<file path="config.mk">
export PLATFORM = sky130hd
export DESIGN_NAME = alu_arbiter
export DESIGN_NICKNAME = d
export VERILOG_FILES = /design/src/rtl/alu_arbiter.sv
export SDC_FILE = /design/constraint.sdc
export NUM_CORES = 1
export LEC_CHECK = 0
export BUFFER_PORTS_ARGS = -buffer_cell sky130_fd_sc_hd__buf_2
export CAP_MARGIN = 20
export CORE_AREA = 3 3 110 112
export DETAILED_ROUTE_END_ITERATION = 12
export DIE_AREA = 0 0 113 115
export PLACE_DENSITY_LB_ADDON = 0.2
export REMOVE_ABC_BUFFERS = 1
export SKIP_LAST_GASP = 1
export SLEW_MARGIN = 20
export SYNTH_ARGS = -nofsm -noshare
export SYNTH_HDL_FRONTEND = slang
export SYNTH_SLANG_ARGS = --single-unit
</file>
<file path="constraint.sdc">
create_clock -name clk -period 2.8 [get_ports clk]
set_clock_uncertainty 0.15 [all_clocks]
set_input_delay 0.28 -clock clk [delete_from_list [all_inputs] [get_ports clk]]
set_output_delay 0.28 -clock clk [all_outputs]
set_load 0.005 [all_outputs]
</file>
<file path="src/rtl/alu_arbiter.sv">
// Round-robin arbiter sharing one combinational ALU between two requesters,
// with a one-entry registered response carrying requester id, tag and error flag.
module alu_arbiter #(
    parameter int unsigned TAG_W = 4
) (
    input  logic             clk,
    input  logic             resetn,
    input  logic             req0_valid,
    output logic             req0_ready,
    input  logic [31:0]      req0_a,
    input  logic [31:0]      req0_b,
    input  logic [2:0]       req0_ctrl,
    input  logic [TAG_W-1:0] req0_tag,
    input  logic             req1_valid,
    output logic             req1_ready,
    input  logic [31:0]      req1_a,
    input  logic [31:0]      req1_b,
    input  logic [2:0]       req1_ctrl,
    input  logic [TAG_W-1:0] req1_tag,
    output logic [31:0]      alu_a,
    output logic [31:0]      alu_b,
    output logic [2:0]       alu_ctrl,
    input  logic [31:0]      alu_result,
    output logic             rsp_valid,
    input  logic             rsp_ready,
    output logic [31:0]      rsp_result,
    output logic             rsp_id,
    output logic [TAG_W-1:0] rsp_tag,
    output logic             rsp_err
);

    logic             last_q, last_d;
    logic             rsp_valid_q, rsp_valid_d;
    logic [31:0]      rsp_result_q, rsp_result_d;
    logic             rsp_id_q, rsp_id_d;
    logic [TAG_W-1:0] rsp_tag_q, rsp_tag_d;
    logic             rsp_err_q, rsp_err_d;

    logic             can_accept;
    logic             grant0, grant1;
    logic             accept;
    logic             illegal;
    logic [2:0]       sel_ctrl;
    logic [TAG_W-1:0] sel_tag;

    // last_q == 1 means requester 1 was granted last, so requester 0 wins a tie.
    always_comb begin
        can_accept = !rsp_valid_q || rsp_ready;
        grant0     = req0_valid && (!req1_valid || last_q);
        grant1     = req1_valid && (!req0_valid || !last_q);
        req0_ready = resetn && can_accept && grant0;
        req1_ready = resetn && can_accept && grant1;
        accept     = req0_ready || req1_ready;
    end

    always_comb begin
        alu_a    = '0;
        alu_b    = '0;
        sel_ctrl = '0;
        sel_tag  = '0;
        if (grant0) begin
            alu_a    = req0_a;
            alu_b    = req0_b;
            sel_ctrl = req0_ctrl;
            sel_tag  = req0_tag;
        end else if (grant1) begin
            alu_a    = req1_a;
            alu_b    = req1_b;
            sel_ctrl = req1_ctrl;
            sel_tag  = req1_tag;
        end
        // Codes 100 and 101 are undefined; the ALU sees a harmless AND instead.
        illegal  = (sel_ctrl[2:1] == 2'b10);
        alu_ctrl = illegal ? 3'b000 : sel_ctrl;
    end

    always_comb begin
        last_d       = last_q;
        rsp_valid_d  = rsp_valid_q;
        rsp_result_d = rsp_result_q;
        rsp_id_d     = rsp_id_q;
        rsp_tag_d    = rsp_tag_q;
        rsp_err_d    = rsp_err_q;
        if (accept) begin
            rsp_valid_d  = 1'b1;
            rsp_id_d     = grant1;
            rsp_tag_d    = sel_tag;
            rsp_err_d    = illegal;
            rsp_result_d = illegal ? 32'd0 : alu_result;
            last_d       = grant1;
        end else if (rsp_valid_q && rsp_ready) begin
            rsp_valid_d = 1'b0;
        end
    end

    always_ff @(posedge clk) begin
        if (!resetn) begin
            last_q       <= 1'b1;
            rsp_valid_q  <= 1'b0;
            rsp_result_q <= '0;
            rsp_id_q     <= 1'b0;
            rsp_tag_q    <= '0;
            rsp_err_q    <= 1'b0;
        end else begin
            last_q       <= last_d;
            rsp_valid_q  <= rsp_valid_d;
            rsp_result_q <= rsp_result_d;
            rsp_id_q     <= rsp_id_d;
            rsp_tag_q    <= rsp_tag_d;
            rsp_err_q    <= rsp_err_d;
        end
    end

    assign rsp_valid  = rsp_valid_q;
    assign rsp_result = rsp_result_q;
    assign rsp_id     = rsp_id_q;
    assign rsp_tag    = rsp_tag_q;
    assign rsp_err    = rsp_err_q;

endmodule

</file>
-- Word level (Yosys, flattened, before mapping)
Cells that the tools add are included.
- bits in registers: 40
- input bits: 179
- output and inout port bits: 108
- word-level logic and storage cells: 34
- equality and inequality tests: 1
- mux-type cells: 12
- reduce and logical (&&, ||, !) cells: 15
- operators with widths (kind ; number):
    32-bit two-way mux ; 5
    3-bit two-way mux ; 3
    4-bit two-way mux ; 2
    1-bit logical AND ; 6
    1-bit zero test ; 4
    1-bit logical OR ; 4
    2-bit == test, second input constant ; 1
    1-bit two-way mux ; 2
    2-bit nonzero test ; 1

-- Longest topological paths before layout
- depth in word-level cells: 7
- depth in mapped cells: 6

-- Least setup slack after synthesis
OpenSTA, ideal clock, no wires.
- kind: register to output
- from: reg last_q
- to: out alu_a[20]
- data arrival time: 1338 ps
- data required time: 2370 ps
- slack: 1032 ps
- stages on the path, launching flop included: 7
- path buffers: 3
- cell sequence: dfxtp_1 > nand2b_1 > and2_1 > buf_2 > buf_2 > buf_2 > a22o_1
- cells in the longest elaborated chain, start to end: 5
- RTL lines (element ; RTL line ; RTL):
    from (decl) ; 32 ; logic last_q, last_d;
    from (signal assigned) ; 105 ; last_q <= last_d;
    1-bit zero test ; 50 ; grant1 = req1_valid && (!req0_valid || !last_q);
    1-bit logical OR ; 50 ;
    1-bit logical AND ; 50 ;
    32-bit two-way mux ; 66 ; end else if (grant1) begin
    32-bit two-way mux (*) ; 61 ; if (grant0) begin
    to (decl) ; 20 ; output logic [31:0] alu_a,
Every way passes the cells marked *; elsewhere a longest branch is shown, timed or not.

-- Worst setup path in the final report
- from: reg last_q
- to: out alu_b[11]
- cells in the longest elaborated chain, start to end: 5
- RTL lines (element ; RTL line ; RTL):
    1-bit zero test ; 50 ;
    1-bit logical OR ; 50 ;
    1-bit logical AND ; 50 ;
    32-bit two-way mux ; 66 ;
    32-bit two-way mux (*) ; 61 ;
    to (decl) ; 21 ; output logic [31:0] alu_b,
Marks and branches as above.

==> metrics.md <==
| Metric | Value |
|---|---|
| Outcome | `finished, final reports clean` |
| Final hold violation count | `0` |
| Adder-Cell Fraction of Synth Area | `0%` |
| Final setup fails | `0` |
| Number of global-route vias before repair | `2776` |
| Routed vias/inst | `4.56` |
| Inst Count DP | `609` |
| Post-Syn Instances | `198` |
| Crit path capture type | `primary output` |
| Worst hold path cell count | `2` |
| DIE HEIGHT | `115 um` |
| P_leak | `2.14 nW` |
| Buf/Inv on CP | `2` |
| Min Tclk post-route | `2280 ps` |
| DP HPWL | `8720 um` |
| R2r worst-path depth | `5` |
| CORE AREA | `11300 um^2` |
| First-pass GRT wire length | `15200 um` |
| Row cnt | `39` |
| Total CTS buffers | `5` |
| Worst-skew pair later-pin latency | `270 ps` |
| CTS clock-pin slew for the worst setup and hold paths | `60 ps` |
| Post-route DRC | `0` |
| Synthesis warning total | `0` |
| Max-Slew Margin vs Limit | `63.6%` |
| Largest delay contributor family on the critical path | `simple AND/OR/NAND/NOR gates` |
| Mapped cell area | `2040 um^2` |
| # clock sinks | `40` |
| RSZ-0062 raised after global routing | `no` |
| Seq. cell area | `801 um^2` |
| Quantity of gates resized following cts | `0` |
| Fraction of layout cells with a size suffix above 1 | `64.6%` |
| Top cells by count, synth | `96 x a22o_1, 40 x dfxtp_1, 14 x clkbuf_1` |
| Critical Path, Cell by Cell | `nand2b_1, and2_2, buf_12, a22o_1, buf_2` |
| Max stage delay on crit path | `390 ps` |
| WL final | `10600 um` |
| Fill cells | `1201` |
| Post-Synth XOR/XNOR Area | `0%` |
| DRT antenna net count | `0` |
| Crit Path Class | `reg2out` |
| Vias | `2821` |
| Startpoint of the worst hold path | `alu_result[24]` |
| Syn avg cell area | `10.3 um^2` |
| Antenna violations before repair | `3` |
| Grt ovf | `0` |
| Hold_buf cts | `0` |
| Final Cell Area | `3770 um^2` |
| I/O Pins | `287` |
| WHS Endpoint | `rsp_result[24]` |
| Post-synth top area share | `41.3%` |
| Worst-path fanout max | `67` |
| Initial Util | `18.0%` |
| Nets | `652` |
| H-Tree Depth | `2` |
| Worst r2r src | `last_q` |
| Footprint of the multi-input gates | `1120 um^2` |
| Placed instance area | `3600 um^2` |
| First-pass DRT Iterations | `4` |
| FFs w/ async S/R, synth | `0%` |
| Setup Fix Bufs, Post-CTS | `0` |
| Max Cap Viol | `0` |
| Top_reg_cell synth | `dfxtp_1` |
| End of the worst register-to-register path | `rsp_result[13]` |
| Placer Congestion | `0.885` |
| VDD IR-drop max | `0.250 mV` |
| Achievable frequency | `438 MHz` |
| CTS tree | `built` |
| Root Driver | `clkbuf_16` |
| Pwr/cell area | `474 nW/um^2` |
| Number of synthesized flops with an enable pin | `0` |
| Leading area contributor after synthesis | `a22o_1` |
| Area contributors post-synth | `a22o_1 41%, dfxtp_1 39%, clkbuf_1 2.6%` |
| Tightest Pin Transition | `544 ps` |
| Slowest CP cell | `dfxtp_1` |
| Count leader, synth | `a22o_1` |
| Simple-Gate Fraction of Synth Area | `4.24%` |
| Seq cells post-synth | `40` |
| CTS max path bufs | `2` |
| Die ar. | `13000 um^2` |
| CP required | `2370 ps` |
| Area delta synth->final | `85.0%` |
| Gr usage total | `14.9%` |
| Iteration-0 DRC Markers | `168` |
| Main combinational cell family by area after synthesis | `compound AO/OA/AOI/OAI gates` |
| Sequential cell area fraction in the yosys report | `39.3%` |
| Wire per inst | `17.1 um` |
| Cell variety after synth | `25` |
| Worst reg-to-reg setup slack | `890 ps` |
| Die width | `113 um` |
| Layout Cells excl Fill | `619` |
| Mux share of post-synthesis cell area | `0%` |
| Worst hold-check path type | `in2reg` |
| Largest net degree at the start of global routing | `68` |
| Port bufs | `286` |
| Synth Area in Compound Gates | `50.3%` |
| Fin. max-slew vios | `0` |
| Final Cycle Share | `81.5%` |
| Critical Path Source Type | `register` |
| CP arrival | `1850 ps` |
placed cells by master (no fill, tap or decap), drive strengths merged:
| cell | count |
|---|---|
| a21oi | 7 |
| a21boi | 2 |
| a22o | 96 |
| and2 | 1 |
| a32o | 2 |
| nand2 | 4 |
| nor2b | 1 |
| clkinvlp | 1 |
| and3 | 1 |
| buf | 290 |
| a32oi | 1 |
| and2b | 1 |
| diode | 2 |
| nand2b | 2 |
| clkinv | 1 |
| inv | 2 |
| bufinv | 1 |
| dfxtp | 40 |
| nor3 | 2 |
| o21ai | 5 |
| clkbuf | 5 |
| a22oi | 5 |
| o211ai | 1 |
| nor2 | 3 |
flip-flops by register name, summed over array words and instances (netlist names):
signal and cells:
rsp_tag 4, last_q 1, rsp_valid 1, rsp_id 1, rsp_result 32, rsp_err 1
power by group:
part	switching, mW	internal [mW]	total, mW
combinational	0.232	0.284	0.516
sequential	0.0229	0.613	0.636
clock	0.215	0.418	0.633
logic make-up (layout without fill, tap and decap cells):
family | after synthesis | count (layout)
DFF | 40 | 40
AOI/OAI and AO/OA | 119 | 119
other | 0 | 2
buffers and inverters | 24 | 300
and+or+nand+nor | 15 | 15
stage by stage:
stage | setup WS (ps) | TNS, ps | hold WS (ps) | utilization, % | power (mW)
after floorplan | -262 | -8460 | 219 | - | 0.855
after global placement | 762 | 0 | 307 | 31.8 | 1.17
after detailed placement | 746 | 0 | 309 | 31.8 | 1.17
after CTS | 524 | 0 | 50.9 | 33.2 | 1.81
after global routing | 423 | 0 | 46.4 | 33.3 | 1.90
final | 517 | 0 | 58.9 | 33.3 | 1.78
worst max-delay path by stage:
stage | startpoint | endpoint | slack, ps | depth (start not counted)
6_report | last_q | alu_b[11] | 520 | 5
2_1_floorplan | last_q | rsp_result[0] | -260 | 4
5_1_grt | last_q | alu_b[11] | 420 | 5
3_3_place_gp | req0_valid | alu_b[31] | 760 | 5
3_5_place_dp | req0_valid | alu_b[31] | 750 | 5
4_1_cts | last_q | alu_b[31] | 520 | 5
metal layers:
layer  GRT usage, %  up-vias  routed length [um]
met3           4.79       16                1030
met5              0        -                  27
met2           27.5      157                5400
met1           16.4     1289                3920
li1               -     1355                   -
met4           4.01        4                 195
worst reg2reg max path: cells and delay by family (launching register included):
kind | cells | cell delay, ps
flops | 1 | 340
buf+inv | 1 | 250
compound gates | 4 | 1070
final cells by class:
cell class / instances / area share, %
diodes: 2 / 0.133
repair buffers: 290 / 39.4
well taps: 143 / 4.75
flip-flops and latches: 40 / 21.2
inverters: 2 / 0.199
clock buffers: 5 / 3.32
multi-input cells: 134 / 29.8
clock inverters: 3 / 1.13
(Power assumes the default switching activity.)
